$ cat config.mk
export PLATFORM = sky130hd
export DESIGN_NAME = fft_ctrl_in
export DESIGN_NICKNAME = d
export VERILOG_FILES = /design/src/rtl/fft_ctrl_in.sv
export SDC_FILE = /design/constraint.sdc
export NUM_CORES = 1
export LEC_CHECK = 0
export CAP_MARGIN = 10
export CORE_AREA = 2 2 129 131
export CTS_CLUSTER_DIAMETER = 200
export DETAILED_ROUTE_END_ITERATION = 10
export DIE_AREA = 0 0 131 133
export GPL_TIMING_DRIVEN = 0
export PLACE_DENSITY = 0.41
export SLEW_MARGIN = 20
export SYNTH_ARGS = -nofsm -noshare
export SYNTH_HDL_FRONTEND = slang
export SYNTH_SLANG_ARGS = --single-unit
$ cat constraint.sdc
create_clock -name CLK -period 5.15 [get_ports CLK]
set_input_delay 1.03 -clock CLK [delete_from_list [all_inputs] [get_ports CLK]]
set_output_delay 1.03 -clock CLK [all_outputs]
set_load 0.02 [all_outputs]
$ cat src/rtl/fft_ctrl_in.sv
// Streams one frame of N = 2^ADDR_WIDTH complex samples from the acquisition RAM
// into the FFT core sink as an Avalon-ST packet (sop/eop/valid, ready latency 0).
// The datapath is an output register plus a one-entry skid register. RAM reads are
// throttled so that held samples plus reads in flight never exceed those two entries.
module fft_ctrl_in #(
  parameter int unsigned ADDR_WIDTH = 10,
  parameter int unsigned DATA_WIDTH = 16
) (
  input  logic                    CLK,
  input  logic                    RST,
  input  logic                    start,
  input  logic                    inverse,
  output logic                    busy,
  output logic                    done,
  output logic [ADDR_WIDTH-1:0]   ram_addr,
  output logic                    ram_rden,
  input  logic [2*DATA_WIDTH-1:0] ram_q,
  input  logic                    sink_ready,
  output logic                    sink_valid,
  output logic                    sink_sop,
  output logic                    sink_eop,
  output logic [DATA_WIDTH-1:0]   sink_real,
  output logic [DATA_WIDTH-1:0]   sink_imag,
  output logic                    sink_inverse
);

  typedef enum logic [1:0] {StIdle, StStream, StDone} state_e;

  localparam logic [ADDR_WIDTH-1:0] LastIdx = '1;

  state_e                  state_q;
  logic [ADDR_WIDTH-1:0]   addr_q;
  logic [ADDR_WIDTH-1:0]   xfer_cnt_q;
  logic                    rd_all_q;    // all N reads have been issued
  logic                    rd_pend_q;   // a read issued last cycle returns on ram_q now
  logic                    inverse_q;

  logic                    out_valid_q, out_valid_d;
  logic [2*DATA_WIDTH-1:0] out_data_q, out_data_d;
  logic                    skid_valid_q, skid_valid_d;
  logic [2*DATA_WIDTH-1:0] skid_data_q, skid_data_d;

  logic                    xfer;
  logic [1:0]              occ_after;
  logic                    rd_issue;

  // Transfer handshake and read throttle. Occupancy is counted after this cycle's
  // transfer so a continuously ready sink sustains one sample per cycle.
  always_comb begin
    xfer      = out_valid_q & sink_ready;
    occ_after = 2'(skid_valid_q) + 2'(out_valid_q & ~xfer) + 2'(rd_pend_q);
    rd_issue  = (state_q == StStream) && !rd_all_q && (occ_after < 2'd2);
  end

  // Control FSM: frame sequencing, read address and transfer counting.
  always_ff @(posedge CLK) begin
    if (RST) begin
      state_q    <= StIdle;
      addr_q     <= '0;
      xfer_cnt_q <= '0;
      rd_all_q   <= 1'b0;
      rd_pend_q  <= 1'b0;
      inverse_q  <= 1'b0;
    end else begin
      rd_pend_q <= rd_issue;
      case (state_q)
        StIdle: begin
          if (start) begin
            state_q    <= StStream;
            inverse_q  <= inverse;
            addr_q     <= '0;
            xfer_cnt_q <= '0;
            rd_all_q   <= 1'b0;
          end
        end
        StStream: begin
          if (rd_issue) begin
            // Address parks at N-1 after the final read instead of wrapping.
            if (addr_q == LastIdx) begin
              rd_all_q <= 1'b1;
            end else begin
              addr_q <= addr_q + 1'b1;
            end
          end
          if (xfer) begin
            xfer_cnt_q <= xfer_cnt_q + 1'b1;
            if (xfer_cnt_q == LastIdx) begin
              state_q <= StDone;
            end
          end
        end
        StDone: begin
          state_q <= StIdle;
        end
        default: begin
          state_q <= StIdle;
        end
      endcase
    end
  end

  // Output/skid next state: refill the output from the skid first, then from RAM;
  // returning data lands in the skid when the output is held by backpressure.
  always_comb begin
    out_valid_d  = out_valid_q;
    out_data_d   = out_data_q;
    skid_valid_d = skid_valid_q;
    skid_data_d  = skid_data_q;
    if (!out_valid_q || xfer) begin
      if (skid_valid_q) begin
        out_valid_d  = 1'b1;
        out_data_d   = skid_data_q;
        skid_valid_d = rd_pend_q;
        if (rd_pend_q) begin
          skid_data_d = ram_q;
        end
      end else begin
        out_valid_d = rd_pend_q;
        if (rd_pend_q) begin
          out_data_d = ram_q;
        end
      end
    end else if (rd_pend_q) begin
      skid_valid_d = 1'b1;
      skid_data_d  = ram_q;
    end
  end

  // Output and skid registers; reset drops any sample held or in flight.
  always_ff @(posedge CLK) begin
    if (RST) begin
      out_valid_q  <= 1'b0;
      out_data_q   <= '0;
      skid_valid_q <= 1'b0;
      skid_data_q  <= '0;
    end else begin
      out_valid_q  <= out_valid_d;
      out_data_q   <= out_data_d;
      skid_valid_q <= skid_valid_d;
      skid_data_q  <= skid_data_d;
    end
  end

  // Output decode; every term derives from registered state except the read
  // enable, which must see this cycle's ready to keep full throughput.
  always_comb begin
    busy         = (state_q != StIdle);
    done         = (state_q == StDone);
    ram_addr     = addr_q;
    ram_rden     = rd_issue;
    sink_valid   = out_valid_q;
    sink_sop     = out_valid_q && (xfer_cnt_q == '0);
    sink_eop     = out_valid_q && (xfer_cnt_q == LastIdx);
    sink_real    = out_data_q[2*DATA_WIDTH-1:DATA_WIDTH];
    sink_imag    = out_data_q[DATA_WIDTH-1:0];
    sink_inverse = inverse_q;
  end

endmodule

==> run_results.csv <==
group,metric,value,unit
final_layout,seq_area,1820,sq um
yosys,synthArstFlopShare,0,
global_routing,grtUsageTotal,0.132,
global_routing,grt_max_degree,17,
place,pre_cts_slack,0.633,ns
yosys,synth_edf_count,0,
floorplan,io_pins,86,
clocking,cts_tree,"built",
yosys,ys_ff_latch,91,
clocking,clkSlewWorstSetupHoldPaths,0.07,ns
sta,grt_setup_unrepaired,"no",
critical_path,critPathMaxFanout,5,
sta,timing.final.hold_violations,0,
power_and_ir_drop,internal_power,1.28,mW
critical_path,cp_cell_sequence,"clkdlybuf4s50_1 -> nor2b_1 -> inv_1 -> ha_1 -> a21o_1 -> nor3_1 -> clkdlybuf4s50_1",
power_and_ir_drop,seqPwrFrac,0.436,
yosys,seq_area_frac_synth,0.463,
sta,min_period_over_period,0.869,
routing,firstDrtPassIters,4,
yosys,synth_warnings,0,
critical_path,r2r_setup_slack,2.48,ns
clocking,htree_levels,3,
sta,tightest_slew,0.741,ns
routing,wl_per_cell,14.5,um
yosys,synth_top_cell_by_area,"dfxtp_1",
flow_run,maxCapViolations,0,
final_layout,final_common_cell,"dfxtp_1",
power_and_ir_drop,p_per_area,320,nW/um^2
clocking,clock-sinks,91,
power_and_ir_drop,p_leak,1.69,nW
routing,wirelength,11.2,mm
floorplan,num_rows,47,
sta,clock_skew,0.00674,ns
global_routing,grt_pass1_wl,17.8,mm
hold_path,worstHoldPathCells,2,
critical_path,cp_num_buf_inv,3,
critical_path,path_class,"primary input to output port",
place,gp_congestion,0.760,
final_layout,nets,590,
sta,period_needed,4.48,ns
clocking,cts-root-buf,"clkbuf_16",
yosys,synth_top_area_share,0.463,
yosys,syn_nets,494,
place,detailed_place_hpwl,8.15,mm
sta,finalMaxSlewViolations,0,
sta,worst_slack,0.675,ns
yosys,synthDistinctLibCells,51,
hold_path,worstHoldPathType,"register to register",
power_and_ir_drop,ir_worst_vdd,0.161,mV
floorplan,floorplan.initialDensity,0.243,
critical_path,r2r_cells,8,
clocking,postCtsSetupBuffers,0,
hold_path,worst_hold_startpoint,"skid_data_q[18]$_SDFFE_PP0P_",
yosys,netlist_top_cells_area,"dfxtp_1 (46%), mux2i_1 (8.6%), nand2_1 (7.4%)",
global_routing,antenna_found_initial,0,
critical_path,crit_arrival,3.45,ns
sta,setup_tns,0,ns
power_and_ir_drop,p_switching,0.448,mW
clocking,cts_resized,0,
hold_path,min_to,"skid_data_q[18]$_SDFFE_PP0P_",
critical_path,r2r-start,"skid_valid_q$_SDFFE_PP0P_",
critical_path,crit_path_top_delay_cell,"clkdlybuf4s50_1",
place,port_buffers,85,
global_routing,grt_pass1_vias,3399,
final_layout,multi_input_area,1950,sq um
floorplan,die_h,133,um
final_layout,drive_above_1_share,0.0505,
yosys,avgSynthCellArea,8.69,sq um
power_and_ir_drop,combPwrFrac,0.141,
global_routing,grt_overflow,0,
critical_path,crit_path_frequent_cell,"clkdlybuf4s50_1",
floorplan,die_x,131,um
yosys,syn_area,3940,sq um
floorplan,die_area,17400,sq um
final_layout,final_cell_mix,"dfxtp_1 (91), clkdlybuf4s50_1 (85), nand2_1 (78)",
clocking,cts_buffer_depth,2,
critical_path,cp-start-kind,"primary input",
critical_path,required,4.12,ns
routing,drc_errors,0,
run_status,status,"complete, no violations",
yosys,ys_dominant_reg_cell,"dfxtp_1",
yosys,synthCells,453,
clocking,clk_latency,0.35,ns
final_layout,fill_cells,1719,
power_and_ir_drop,power.share.clock,0.423,
critical_path,max_stage_delay,0.68,ns
clocking,numCtsBuffers,9,
sta,setup_viol,0,
sta,relSlewSlack,0.506,
routing,drt-initial-drc-count,192,
clocking,holdBufCountCts,0,
critical_path,path_delay_family,"buffers and inverters",
routing,final_antenna_net_count,0,
power_and_ir_drop,swShare,0.260,
final_layout,diodes,0,
sta,clock.fmax,223,MHz
floorplan,core,16200,sq um
routing,num_vias,3503,
critical_path,crit_path_end_kind,"output port",
critical_path,r2r-end,"ram_addr[7]$_SDFFE_PP0P_",
final_layout,syn2layout_area_growth,36.8,%
routing,via_per_inst,4.53,
-- cell usage after synthesis, types with 3 or more instances --
cell	count
nand4_1	3
o311ai_0	3
inv_1	8
a211oi_1	35
nor2b_1	4
ha_1	4
buf_1	3
a31oi_1	8
mux2i_1	34
nand3_1	7
nor2_1	43
o31ai_1	5
a21oi_1	44
xnor2_1	4
dfxtp_1	91
nand2_1	78
clkbuf_1	24
or4_1	3
and4_1	5
o21ai_0	6
-- layer usage --
metal	wire [um]	GRT usage
met2	5190	0.204
met5	0	0
met3	440	0.0267
met4	163	0.0526
met1	5450	0.180
-- worst max path at each step --
stage | cells past startpoint | startpoint | slack (ns) | to
floorplan | 5 | sink_ready | 1.78 | ram_rden
global placement | 7 | sink_ready | 0.65 | ram_rden
detailed placement | 7 | sink_ready | 0.63 | ram_rden
CTS | 7 | sink_ready | 0.61 | ram_rden
global route | 7 | sink_ready | 0.52 | ram_rden
finish | 7 | sink_ready | 0.67 | ram_rden
-- layout make-up --
cell class / count / share of cell area
timing repair buffer: 85 / 0.158
inverter: 8 / 0.00557
tap: 220 / 0.0511
multi-input combinational: 323 / 0.362
sequential: 91 / 0.338
buffer: 31 / 0.0253
clock inverter: 7 / 0.0183
clock buffer: 9 / 0.0418
-- metrics by stage --
step	cell area [sq um]	power (mW)	utilization	std cells	hold slack [ns]
4_1_cts	5390	1.75	0.333	774	0.456
3_5_place_dp	5060	1.01	0.313	758	0.446
6_report	5390	1.72	0.333	774	0.455
2_1_floorplan	3940	0.892	-	453	0.436
3_3_place_gp	5060	1.01	0.313	758	0.442
5_1_grt	5390	1.80	0.333	774	0.474
-- tightest hold or removal path: stages, from the launching register on --
cell	delay, ns
dfxtp_1	0.31
nand2_1	0.05
a21oi_1	0.05
-- flip-flops by register name (all words and copies together), names as in the netlist --
register      flops
out_data_q       32
skid_data_q      32
ram_addr         10
xfer_cnt_q       10
state_q           2
rd_all_q          1
rd_pend_q         1
sink_inverse      1
sink_valid        1
skid_valid_q      1
-- cell families after synthesis --
| logic type | count (synthesis) | share of synthesized area |
|---|---|---|
| compound gates | 114 | 0.186 |
| xor+xnor | 4 | 0.00890 |
| fa+ha+maj | 4 | 0.0127 |
| buf+inv | 39 | 0.0423 |
| flops | 91 | 0.463 |
| mux | 35 | 0.0893 |
| simple gates | 166 | 0.198 |
-- power groups by stage --
stage               Combinational, mW  Sequential [mW]  Clock, mW
finish                          0.243            0.752      0.728
global route                    0.266            0.755      0.777
CTS                             0.247            0.752      0.749
detailed placement              0.246            0.768          0
global placement                0.245            0.768          0
floorplan                      0.0976            0.794          0
(Power assumes the default switching activity.)
